[src/rtl/pulse_cmd_regs_pkg.sv]
// ----------------------------------------------------------------------------
// pulse_cmd_regs_pkg
//   Shared definitions for the UART-driven pulse-parameter register block:
//   controller state encoding, control-byte field layout and the helper that
//   sizes a command response.
// ----------------------------------------------------------------------------
package pulse_cmd_regs_pkg;

    typedef enum logic [2:0] {
        ST_RX      = 3'd0,
        ST_EXEC    = 3'd1,
        ST_TX_LOAD = 3'd2,
        ST_TX_ARM  = 3'd3,
        ST_TX_WAIT = 3'd4
    } state_t;

    // Control byte layout: [7] = read flag, [6:0] = register address.
    localparam int READ_BIT = 7;
    localparam int ADDR_W   = 7;

    // A valid read returns the whole word plus its checksum; every other
    // command answers with a single status byte.
    function automatic int resp_bytes(input logic is_read, input logic addr_ok,
                                      input int word_bytes);
        return (is_read && addr_ok) ? word_bytes + 1 : 1;
    endfunction

endpackage

[src/rtl/pulse_cmd_timeout.sv]
// ----------------------------------------------------------------------------
// pulse_cmd_timeout
//   Idle counter for partially received frames. Counts enabled clocks and
//   emits a one-cycle expire pulse once TIMEOUT_CYCLES idle clocks have
//   elapsed, then restarts from zero.
//
//   clk       in   system clock
//   rst       in   synchronous active-high reset
//   clr_i     in   hold counter at zero (byte received / no partial frame)
//   en_i      in   count this clock
//   expire_o  out  combinational pulse on the final idle clock
// ----------------------------------------------------------------------------
module pulse_cmd_timeout #(
    parameter int TIMEOUT_CYCLES = 1200000
) (
    input  logic clk,
    input  logic rst,
    input  logic clr_i,
    input  logic en_i,
    output logic expire_o
);

    localparam int TW = $clog2(TIMEOUT_CYCLES + 1);
    localparam logic [TW-1:0] LAST = TW'(TIMEOUT_CYCLES - 1);

    logic [TW-1:0] idle_q;

    assign expire_o = en_i && !clr_i && (idle_q == LAST);

    always_ff @(posedge clk) begin
        if (rst || clr_i || expire_o) begin
            idle_q <= '0;
        end else if (en_i) begin
            idle_q <= idle_q + 1'b1;
        end
    end

endmodule

[src/rtl/pulse_cmd_regs.sv]
// ----------------------------------------------------------------------------
// pulse_cmd_regs
//   Register file of pulse parameters controlled over a byte stream (UART).
//   A frame is WORD_BYTES data bytes (LSB first) followed by a control byte
//   (bit 7 = read, bits 6:0 = address). Writes answer with the data checksum,
//   reads answer with the register bytes plus their checksum, and an
//   out-of-range address answers with the inverted data checksum.
//
//   clk          in   system clock, rising edge
//   rst          in   synchronous active-high reset
//   rx_valid     in   one-cycle strobe, rx_byte valid
//   rx_byte      in   received byte
//   tx_busy      in   UART transmitter busy
//   tx_start     out  one-cycle transmit request
//   tx_byte      out  byte to transmit, held until the next request
//   regs         out  flat register file, register i at slice i
//   upd          out  one-cycle strobe per register, cycle after its write
//   err_timeout  out  partial frame discarded after idle timeout
//   err_overrun  out  byte arrived while a command was being serviced
// ----------------------------------------------------------------------------
module pulse_cmd_regs
    import pulse_cmd_regs_pkg::*;
#(
    parameter int NUM_REGS       = 8,
    parameter int WORD_BYTES     = 4,
    parameter int TIMEOUT_CYCLES = 1200000,
    parameter logic [NUM_REGS*8*WORD_BYTES-1:0] RESET_VALUES = '0
) (
    input  logic                             clk,
    input  logic                             rst,
    input  logic                             rx_valid,
    input  logic [7:0]                       rx_byte,
    input  logic                             tx_busy,
    output logic                             tx_start,
    output logic [7:0]                       tx_byte,
    output logic [NUM_REGS*8*WORD_BYTES-1:0] regs,
    output logic [NUM_REGS-1:0]              upd,
    output logic                             err_timeout,
    output logic                             err_overrun
);

    localparam int WW = 8 * WORD_BYTES;
    localparam int CW = $clog2(WORD_BYTES + 1);
    localparam int RW = 8 * (WORD_BYTES + 1);

    state_t              state_q;
    logic [CW-1:0]       cnt_q;
    logic [CW-1:0]       tx_idx_q;
    logic [CW-1:0]       tx_last_q;
    logic [WW-1:0]       data_q;
    logic [7:0]          ctrl_q;
    logic [RW-1:0]       resp_q;
    logic [WW-1:0]       regs_q [NUM_REGS];
    logic                tx_start_q;
    logic [7:0]          tx_byte_q;
    logic [NUM_REGS-1:0] upd_q;
    logic                err_timeout_q;
    logic                err_overrun_q;

    logic [ADDR_W-1:0]   addr;
    logic                is_read;
    logic                addr_ok;
    logic [WW-1:0]       rd_word_d;
    logic [7:0]          data_sum_d;
    logic [7:0]          rd_sum_d;
    logic [RW-1:0]       resp_d;
    logic [CW-1:0]       tx_last_d;
    logic                tmo_clr;
    logic                tmo_en;
    logic                tmo_expire;

    function automatic logic [7:0] byte_sum(input logic [WW-1:0] w);
        logic [7:0] s;
        s = '0;
        for (int b = 0; b < WORD_BYTES; b++) begin
            s = s + w[8*b +: 8];
        end
        return s;
    endfunction

    assign addr    = ctrl_q[ADDR_W-1:0];
    assign is_read = ctrl_q[READ_BIT];
    assign addr_ok = (int'(addr) < NUM_REGS);

    // Read mux written as a compare loop so the 7-bit address never indexes
    // the array directly when NUM_REGS is smaller than 128.
    always_comb begin
        rd_word_d = '0;
        for (int i = 0; i < NUM_REGS; i++) begin
            if (addr == ADDR_W'(i)) begin
                rd_word_d = regs_q[i];
            end
        end
    end

    assign data_sum_d = byte_sum(data_q);
    assign rd_sum_d   = byte_sum(rd_word_d);
    assign tx_last_d  = CW'(resp_bytes(is_read, addr_ok, WORD_BYTES) - 1);

    always_comb begin
        resp_d = '0;
        if (!addr_ok) begin
            resp_d[7:0] = ~data_sum_d;
        end else if (is_read) begin
            resp_d[WW-1:0]   = rd_word_d;
            resp_d[RW-1 -: 8] = rd_sum_d;
        end else begin
            resp_d[7:0] = data_sum_d;
        end
    end

    // Idle timer only runs while a frame is partially received.
    assign tmo_clr = rx_valid || (cnt_q == '0) || (state_q != ST_RX);
    assign tmo_en  = (state_q == ST_RX);

    pulse_cmd_timeout #(
        .TIMEOUT_CYCLES(TIMEOUT_CYCLES)
    ) u_timeout (
        .clk      (clk),
        .rst      (rst),
        .clr_i    (tmo_clr),
        .en_i     (tmo_en),
        .expire_o (tmo_expire)
    );

    always_ff @(posedge clk) begin
        if (rst) begin
            state_q       <= ST_RX;
            cnt_q         <= '0;
            tx_idx_q      <= '0;
            tx_last_q     <= '0;
            tx_start_q    <= 1'b0;
            tx_byte_q     <= '0;
            upd_q         <= '0;
            err_timeout_q <= 1'b0;
            err_overrun_q <= 1'b0;
            for (int i = 0; i < NUM_REGS; i++) begin
                regs_q[i] <= RESET_VALUES[WW*i +: WW];
            end
        end else begin
            tx_start_q    <= 1'b0;
            upd_q         <= '0;
            err_timeout_q <= 1'b0;
            err_overrun_q <= rx_valid && (state_q != ST_RX);

            case (state_q)
                ST_RX: begin
                    if (rx_valid) begin
                        if (cnt_q == CW'(WORD_BYTES)) begin
                            ctrl_q  <= rx_byte;
                            cnt_q   <= '0;
                            state_q <= ST_EXEC;
                        end else begin
                            data_q[8*int'(cnt_q) +: 8] <= rx_byte;
                            cnt_q <= cnt_q + 1'b1;
                        end
                    end else if (tmo_expire) begin
                        cnt_q         <= '0;
                        err_timeout_q <= 1'b1;
                    end
                end

                ST_EXEC: begin
                    resp_q    <= resp_d;
                    tx_last_q <= tx_last_d;
                    tx_idx_q  <= '0;
                    if (addr_ok && !is_read) begin
                        for (int i = 0; i < NUM_REGS; i++) begin
                            if (addr == ADDR_W'(i)) begin
                                regs_q[i] <= data_q;
                                upd_q[i]  <= 1'b1;
                            end
                        end
                    end
                    state_q <= ST_TX_LOAD;
                end

                ST_TX_LOAD: begin
                    if (!tx_busy) begin
                        tx_byte_q  <= resp_q[8*int'(tx_idx_q) +: 8];
                        tx_start_q <= 1'b1;
                        state_q    <= ST_TX_ARM;
                    end
                end

                // Give the transmitter a cycle to raise busy before polling it.
                ST_TX_ARM: begin
                    state_q <= ST_TX_WAIT;
                end

                ST_TX_WAIT: begin
                    if (!tx_busy) begin
                        if (tx_idx_q == tx_last_q) begin
                            state_q <= ST_RX;
                        end else begin
                            tx_idx_q <= tx_idx_q + 1'b1;
                            state_q  <= ST_TX_LOAD;
                        end
                    end
                end

                default: begin
                    state_q <= ST_RX;
                end
            endcase
        end
    end

    for (genvar g = 0; g < NUM_REGS; g++) begin : g_regs_out
        assign regs[WW*g +: WW] = regs_q[g];
    end

    assign tx_start    = tx_start_q;
    assign tx_byte     = tx_byte_q;
    assign upd         = upd_q;
    assign err_timeout = err_timeout_q;
    assign err_overrun = err_overrun_q;

endmodule
[config.mk]
export PLATFORM = sky130hd
export DESIGN_NAME = pulse_cmd_regs
export DESIGN_NICKNAME = d
export VERILOG_FILES = /design/src/rtl/pulse_cmd_regs_pkg.sv /design/src/rtl/pulse_cmd_timeout.sv /design/src/rtl/pulse_cmd_regs.sv
export SDC_FILE = /design/constraint.sdc
export NUM_CORES = 1
export LEC_CHECK = 0
export ABC_AREA = 1
export CAP_MARGIN = 40
export CORE_ASPECT_RATIO = 1.25
export CORE_UTILIZATION = 50
export DETAILED_ROUTE_END_ITERATION = 7
export PLACE_DENSITY = 0.72
export RECOVER_POWER = 100
export SYNTH_ARGS = -nofsm -noshare
export SYNTH_HDL_FRONTEND = slang
export SYNTH_SLANG_ARGS = --single-unit
export TNS_END_PERCENT = 50
[constraint.sdc]
create_clock -name clk -period 5.31 [get_ports clk]
set_input_delay 1.3275 -clock clk [delete_from_list [all_inputs] [get_ports clk]]
set_output_delay 1.3275 -clock clk [all_outputs]
set_load 0.01 [all_outputs]
==> results of run 1 <==
-- sequential cells by signal (all words and copies together) (netlist names) --
register          flops
state_q               3
u_timeout.idle_q     21
regs_q              256
data_q               32
tx_byte               8
tx_idx_q              3
tx_start              1
resp_q               40
upd                   8
ctrl_q                8
tx_last_q             1
err_timeout           1
err_overrun           1
cnt_q                 3
-- power groups by stage --
| stage | sequential [W] | clock, W | combinational [W] |
|---|---|---|---|
| finish | 0.00346 | 0.00262 | 0.000382 |
| global route | 0.00346 | 0.00274 | 0.000410 |
| CTS | 0.00346 | 0.00264 | 0.000416 |
| detailed placement | 0.00352 | 0 | 0.000414 |
| global placement | 0.00352 | 0 | 0.000410 |
| floorplan | 0.00353 | 0 | 0.000136 |
-- layout make-up --
cell class	count	area (sq um)
clock buffer	50	1080
clock inverter	19	124
fill	2764	12600
inverter	198	748
multi-input combinational	1036	5460
sequential	386	11100
tap	468	586
timing repair buffer	311	3000
-- synthesized netlist by cell type (all sizes together) (4+ instances only) --
| library cell | n |
|---|---|
| nor2 | 338 |
| dfxtp | 50 |
| fa | 28 |
| nand4 | 50 |
| a211oi | 8 |
| clkinv | 4 |
| nand3 | 48 |
| buf | 50 |
| nor4 | 10 |
| o221ai | 6 |
| a21oi | 59 |
| o21ai | 61 |
| nor3 | 39 |
| or2 | 4 |
| ha | 21 |
| edfxtp | 336 |
| inv | 194 |
| clkbuf | 14 |
| xor2 | 9 |
| o22ai | 8 |
| nand2 | 302 |
| xnor2 | 6 |
| a31oi | 11 |
| and2 | 11 |
| a221oi | 8 |
-- metal layers --
metal	GRT usage	share of wire	vias up
met5	0	0	-
met4	0.170	0.057	0
met3	0.0510	0.088	164
met2	0.511	0.48	862
met1	0.397	0.37	6638
li1	-	-	6232
-- kinds of logic after synthesis --
family                   share of synthesized area
AND/OR/NAND/NOR                              0.201
XOR/XNOR                                   0.00739
flip-flops                                   0.624
AO/OA/AOI/OAI                               0.0554
adder cells (fa/ha/maj)                     0.0463
buffers and inverters                       0.0656
-- path summary, 6_finish.rpt --
| path | endpoint | depth (start not counted) | from | slack [ns] |
|---|---|---|---|---|
| worst min-delay path | u_timeout.idle_q[1] | 2 | u_timeout.idle_q[1] | 0.49 |
| worst max register to register | regs_q[1][124] | 10 | ctrl_q[6] | 0.23 |
| worst min register to register | u_timeout.idle_q[1] | 2 | u_timeout.idle_q[1] | 0.49 |
| worst max-delay path | regs_q[1][124] | 10 | ctrl_q[6] | 0.23 |
-- worst min-delay path, stage by stage, from the launching register on --
cell and delay, ns:
dfxtp_1 0.32, nand2_1 0.07, a21oi_1 0.05
-- metrics by stage --
stage / cells / hold slack, ns
after floorplan: 1684 / 0.444
after global placement: 2398 / 0.457
after detailed placement: 2399 / 0.477
after CTS: 2468 / 0.486
after global routing: 2468 / 0.512
final: 2468 / 0.486
==> flow_metrics.py, run 1 <==
metrics = {
    "placed_design": {
        "placed_cell_area_sq_um": 21000,
        "dp_slack_ns": 0.484,
        "port-buffer-count": 286,
        "hpwl_mm": 42.1,
        "gp_congestion": 0.957,
    },
    "run": {
        "drv_cap": 6,
    },
    "global_route": {
        "grt_pass1_wl_mm": 82.3,
        "antenna_found_initial": 0,
        "grt_pass1_vias": 13500,
        "overflow": 0,
        "grt_max_degree": 49,
        "grt.total_usage": 0.312,
    },
    "timing": {
        "worstMarginPinSlew_ns": 2.38,
        "period_share": 0.958,
        "setup_viol": 0,
        "timing.slew.headroom": -0.588,
        "fmax_mhz": 197,
        "setup_ws_ns": 0.225,
        "hold_viol_final": 0,
        "maxSlewViolCount": 164,
        "finClkSkew_ns": 0.0343,
        "grt_setup_unrepaired": "no",
        "fin_tns_setup_ns": 0,
        "period_minus_slack_ns": 5.08,
    },
    "pwr": {
        "ir_drop_uv": 235,
        "internal_power_w": 0.00497,
        "p_leak_nw": 8.86,
        "powerDensity_nw_per_um2": 293,
        "finalPower_w": 0.00647,
        "p_sw_frac": 0.231,
        "pwr-share-comb": 0.059,
        "power_frac_seq": 0.535,
        "p_switching_w": 0.00150,
        "pwr-share-clk": 0.406,
    },
    "route": {
        "drc": 0,
        "routed-via-count": 13900,
        "wire_per_inst_um": 22.8,
        "first_pass_iters": 7,
        "drt.antenna.violating_nets": 0,
        "finalWirelength_mm": 56.2,
        "vias_per_cell": 5.63,
        "drt_iter0_drc": 1660,
    },
    "yosys": {
        "synth_top_cell_by_area": "edfxtp_1",
        "async_flop_share": 0,
        "synth.top_cell.area_share": 0.568,
        "ys_dominant_reg_cell": "edfxtp_1",
        "synth_edf_count": 336,
        "syn_nets": 1745,
        "synth.distinct_cells": 52,
        "yosysSeqAreaShare": 0.624,
        "ys_seq_elements": 386,
        "postSynthAreaPerCell_sq_um": 10.6,
        "synth.area.top_cells": "edfxtp_1 57%, nor2_1 6.8%, nand2_1 6.1%, dfxtp_1 5.6%, inv_1 3.7%",
        "yosysWarnings": 0,
        "syn-instance-count": 1684,
        "syn_area_sq_um": 17800,
    },
    "clock_tree": {
        "ctsHoldBuffers": 0,
        "root_buffer": "clkbuf_16",
        "cts_resized": 0,
        "h-tree-depth": 2,
        "post-cts-setup-buffer-count": 0,
        "tritoncts": "yes",
        "clock_latency_ns": 0.56,
        "cts_buffer_depth": 3,
        "path_clk_slew_ns": 0.06,
        "cts_made_buffers": 38,
        "cts_sinks": 386,
    },
    "final_layout": {
        "post-route-util": 0.636,
        "layout-drive-gt1-share": 0.0670,
        "syn2layout_area_growth_pct": 24.3,
        "insertedDiodeCount": 0,
        "layout.nets": 2032,
        "layout_commonest_cell": "edfxtp_1",
        "layout_common_cells": "336 x edfxtp_1, 329 x nor2_1, 289 x nand2_1",
        "finalInstanceArea_sq_um": 22100,
    },
    "critical_path": {
        "path_delay_family": "simple AND/OR/NAND/NOR gates",
        "critPathMostFrequentCell": "nor2_1",
        "required_ns": 5.52,
        "worstPathArrival_ns": 5.29,
        "max_stage_delay_ns": 1.49,
        "cp_cell_sequence": "nor2_1 > nand2_1 > nor2_1 > inv_1 > nor2_1 > inv_1 > nor2_1 > inv_4 > o21ai_0 > buf_4",
        "start_kind": "flop",
        "end_kind": "flop",
        "crit_buf_inv": 4,
        "critPathSlowestCell": "o21ai_0",
        "cp_max_fo": 21,
        "critPathKind": "flop to flop",
    },
    "floorplan": {
        "fp.coreArea_sq_um": 34700,
        "fp-row-count": 76,
        "die_area_sq_um": 36300,
        "ioPinCount": 287,
        "start_util": 0.512,
        "chipHeight_um": 213,
        "die_x_um": 171,
    },
    "hold_path": {
        "hp-class": "flop to flop",
    },
    "status": {
        "status": "finished, violations left",
        "violations": "max-capacitance violations, max-slew violations",
    },
}
Power figures use the tool's default switching activity.
==> run 2: changes to the inputs <==
--- a/config.mk
+++ b/config.mk
@@ -6,8 +6,7 @@
 export NUM_CORES = 1
 export LEC_CHECK = 0
 export ABC_AREA = 1
-export CAP_MARGIN = 40
-export CORE_ASPECT_RATIO = 1.25
+export CAP_MARGIN = 25
 export CORE_UTILIZATION = 50
 export DETAILED_ROUTE_END_ITERATION = 7
 export PLACE_DENSITY = 0.72
==> constraint.sdc (replaced) <==
create_clock -name clk -period 6.4 [get_ports clk]
set_input_delay 1.6 -clock clk [delete_from_list [all_inputs] [get_ports clk]]
set_output_delay 1.6 -clock clk [all_outputs]
set_load 0.01 [all_outputs]
==> run 2 against run 1 <==
The run still ends with max-capacitance violations, max-slew violations left. Register-to-register slack improved by 0.78 ns. Global-route usage decreased by 1.2 points. Combinational power decreased by 16%. Die area about the same. Sequential share of layout area decreased by 0.15 points. Sequential power decreased by 17%. First-iteration DRC count decreased by 10%. Cell count decreased by 0.61%. Sequential cell count unchanged. Final area increased by 0.30%. Power decreased by 15%. Setup slack improved by 0.42 ns. Largest cell class unchanged. Highest routed layer is now met5.
==> flow_metrics.py, run 2 (same netlist as run 1, synthesis figures left out) <==
metrics = {
    "timing": {
        "period_share": 0.899,
        "maxSlewViolCount": 142,
        "timing.slew.headroom": -0.603,
        "grt_setup_unrepaired": "no",
        "fin_tns_setup_ns": 0,
        "fmax_mhz": 174,
        "worstMarginPinSlew_ns": 2.38,
        "hold_viol_final": 0,
        "finClkSkew_ns": 0.0225,
        "setup_viol": 0,
        "period_minus_slack_ns": 5.76,
        "hold_ws_ns": 0.484,
    },
    "placed_design": {
        "port-buffer-count": 286,
        "dpl.cell_count": 2377,
        "gp_congestion": 0.934,
        "hpwl_mm": 40.4,
        "placed_cell_area_sq_um": 21000,
    },
    "critical_path": {
        "crit_end": "regs_q[0][2]",
        "required_ns": 6.52,
        "critPathKind": "primary input to flop",
        "crit-reg2reg-launch": "ctrl_q[5]",
        "cp_max_fo": 46,
        "r2r_cells": 25,
        "reg2reg_to": "resp_q[39]",
        "crit_start": "rst",
        "r2r_setup_slack_ns": 1.01,
        "end_kind": "flop",
        "start_kind": "primary input",
        "worstPathArrival_ns": 5.87,
    },
    "final_layout": {
        "layout.cells.non_filler": 2453,
        "syn2layout_area_growth_pct": 24.7,
        "max_flop_register": "regs_q",
        "finalInstanceArea_sq_um": 22200,
        "layout_common_cells": "336 x edfxtp_1, 325 x nor2_1, 289 x nand2_1",
        "largest_register_ffs": 256,
        "fillers": 2756,
        "layout.nets": 2026,
        "layout-drive-gt1-share": 0.0666,
        "layout_commonest_cell": "edfxtp_1",
        "top_regs": "regs_q: 256 flops, resp_q: 40 flops, data_q: 32 flops",
    },
    "global_route": {
        "grt_max_degree": 50,
        "grt.total_usage": 0.300,
        "overflow": 0,
        "antenna_found_initial": 1,
        "grt_pass1_vias": 13200,
        "grt_pass1_wl_mm": 80.3,
    },
    "clock_tree": {
        "h-tree-depth": 2,
        "clock_latency_ns": 0.54,
        "cts_resized": 0,
        "root_buffer": "clkbuf_16",
        "path_clk_slew_ns": 0.06,
        "cts_buffer_depth": 3,
        "ctsHoldBuffers": 0,
        "cts_made_buffers": 40,
        "cts_sinks": 386,
        "tritoncts": "yes",
        "post-cts-setup-buffer-count": 0,
    },
    "hold_path": {
        "hp-class": "flop to flop",
    },
    "route": {
        "routed-via-count": 13800,
        "finalWirelength_mm": 54.8,
        "first_pass_iters": 5,
        "drt_iter0_drc": 1491,
        "wire_per_inst_um": 22.3,
        "drt.antenna.violating_nets": 0,
        "vias_per_cell": 5.64,
        "drc": 0,
    },
    "floorplan": {
        "chipHeight_um": 191,
        "ioPinCount": 287,
        "fp-row-count": 68,
        "die_area_sq_um": 36300,
        "start_util": 0.512,
        "fp.coreArea_sq_um": 34700,
        "die_x_um": 191,
    },
    "status": {
        "status": "finished, violations left",
        "violations": "max-capacitance violations, max-slew violations",
    },
    "pwr": {
        "powerDensity_nw_per_um2": 247,
        "finalPower_w": 0.00548,
        "p_leak_nw": 8.91,
        "ir_drop_uv": 161,
    },
    "run": {
        "drv_cap": 5,
    },
}
run 2: how the worst min path moves through the flow:
stage / start / end / cells past startpoint
after floorplan: state_q[2] / state_q[0] / 1
final: u_timeout.idle_q[1] / u_timeout.idle_q[1] / 2
after global routing: state_q[2] / state_q[0] / 1
after global placement: state_q[2] / state_q[0] / 1
after CTS: state_q[2] / state_q[0] / 1
after detailed placement: state_q[2] / state_q[0] / 1
run 2: area by class of cell:
cell class                 instances  area (sq um)  share of cell area
multi-input combinational       1036          5490               0.248
tap                              455           569              0.0257
sequential                       386         11100               0.501
clock buffer                      54          1110              0.0503
timing repair buffer             303          2980               0.135
clock inverter                    20           164             0.00740
antenna                            1          2.50            0.000113
inverter                         198           748              0.0338
run 2: metrics by stage:
step                      utilization  worst slack, ns
final                           0.638            0.644
after global routing            0.638            0.423
after CTS                       0.641             1.36
after detailed placement        0.604             1.40
after global placement          0.602             1.53
after floorplan                     -             2.25
run 2: critical path: stages:
cell and delay [ns]:
clkbuf_1 0.16, clkbuf_1 1.69, inv_1 0.59, nand2_1 0.20
clkbuf_1 1.57
run 2: where the power goes:
part           switching, W  leakage (nW)  internal, W
Clock              0.000980         0.639      0.00131
Sequential        0.0000627          3.73      0.00281
Combinational      0.000199          4.54     0.000123
run 2: layer usage:
metal  GRT usage  wire length [um]  up-vias
li1            -                 -     6232
met1       0.397             20700     6673
met2       0.499             26700      807
met3      0.0477              5310      124
met4       0.114              2010        2
met5           0                13        -
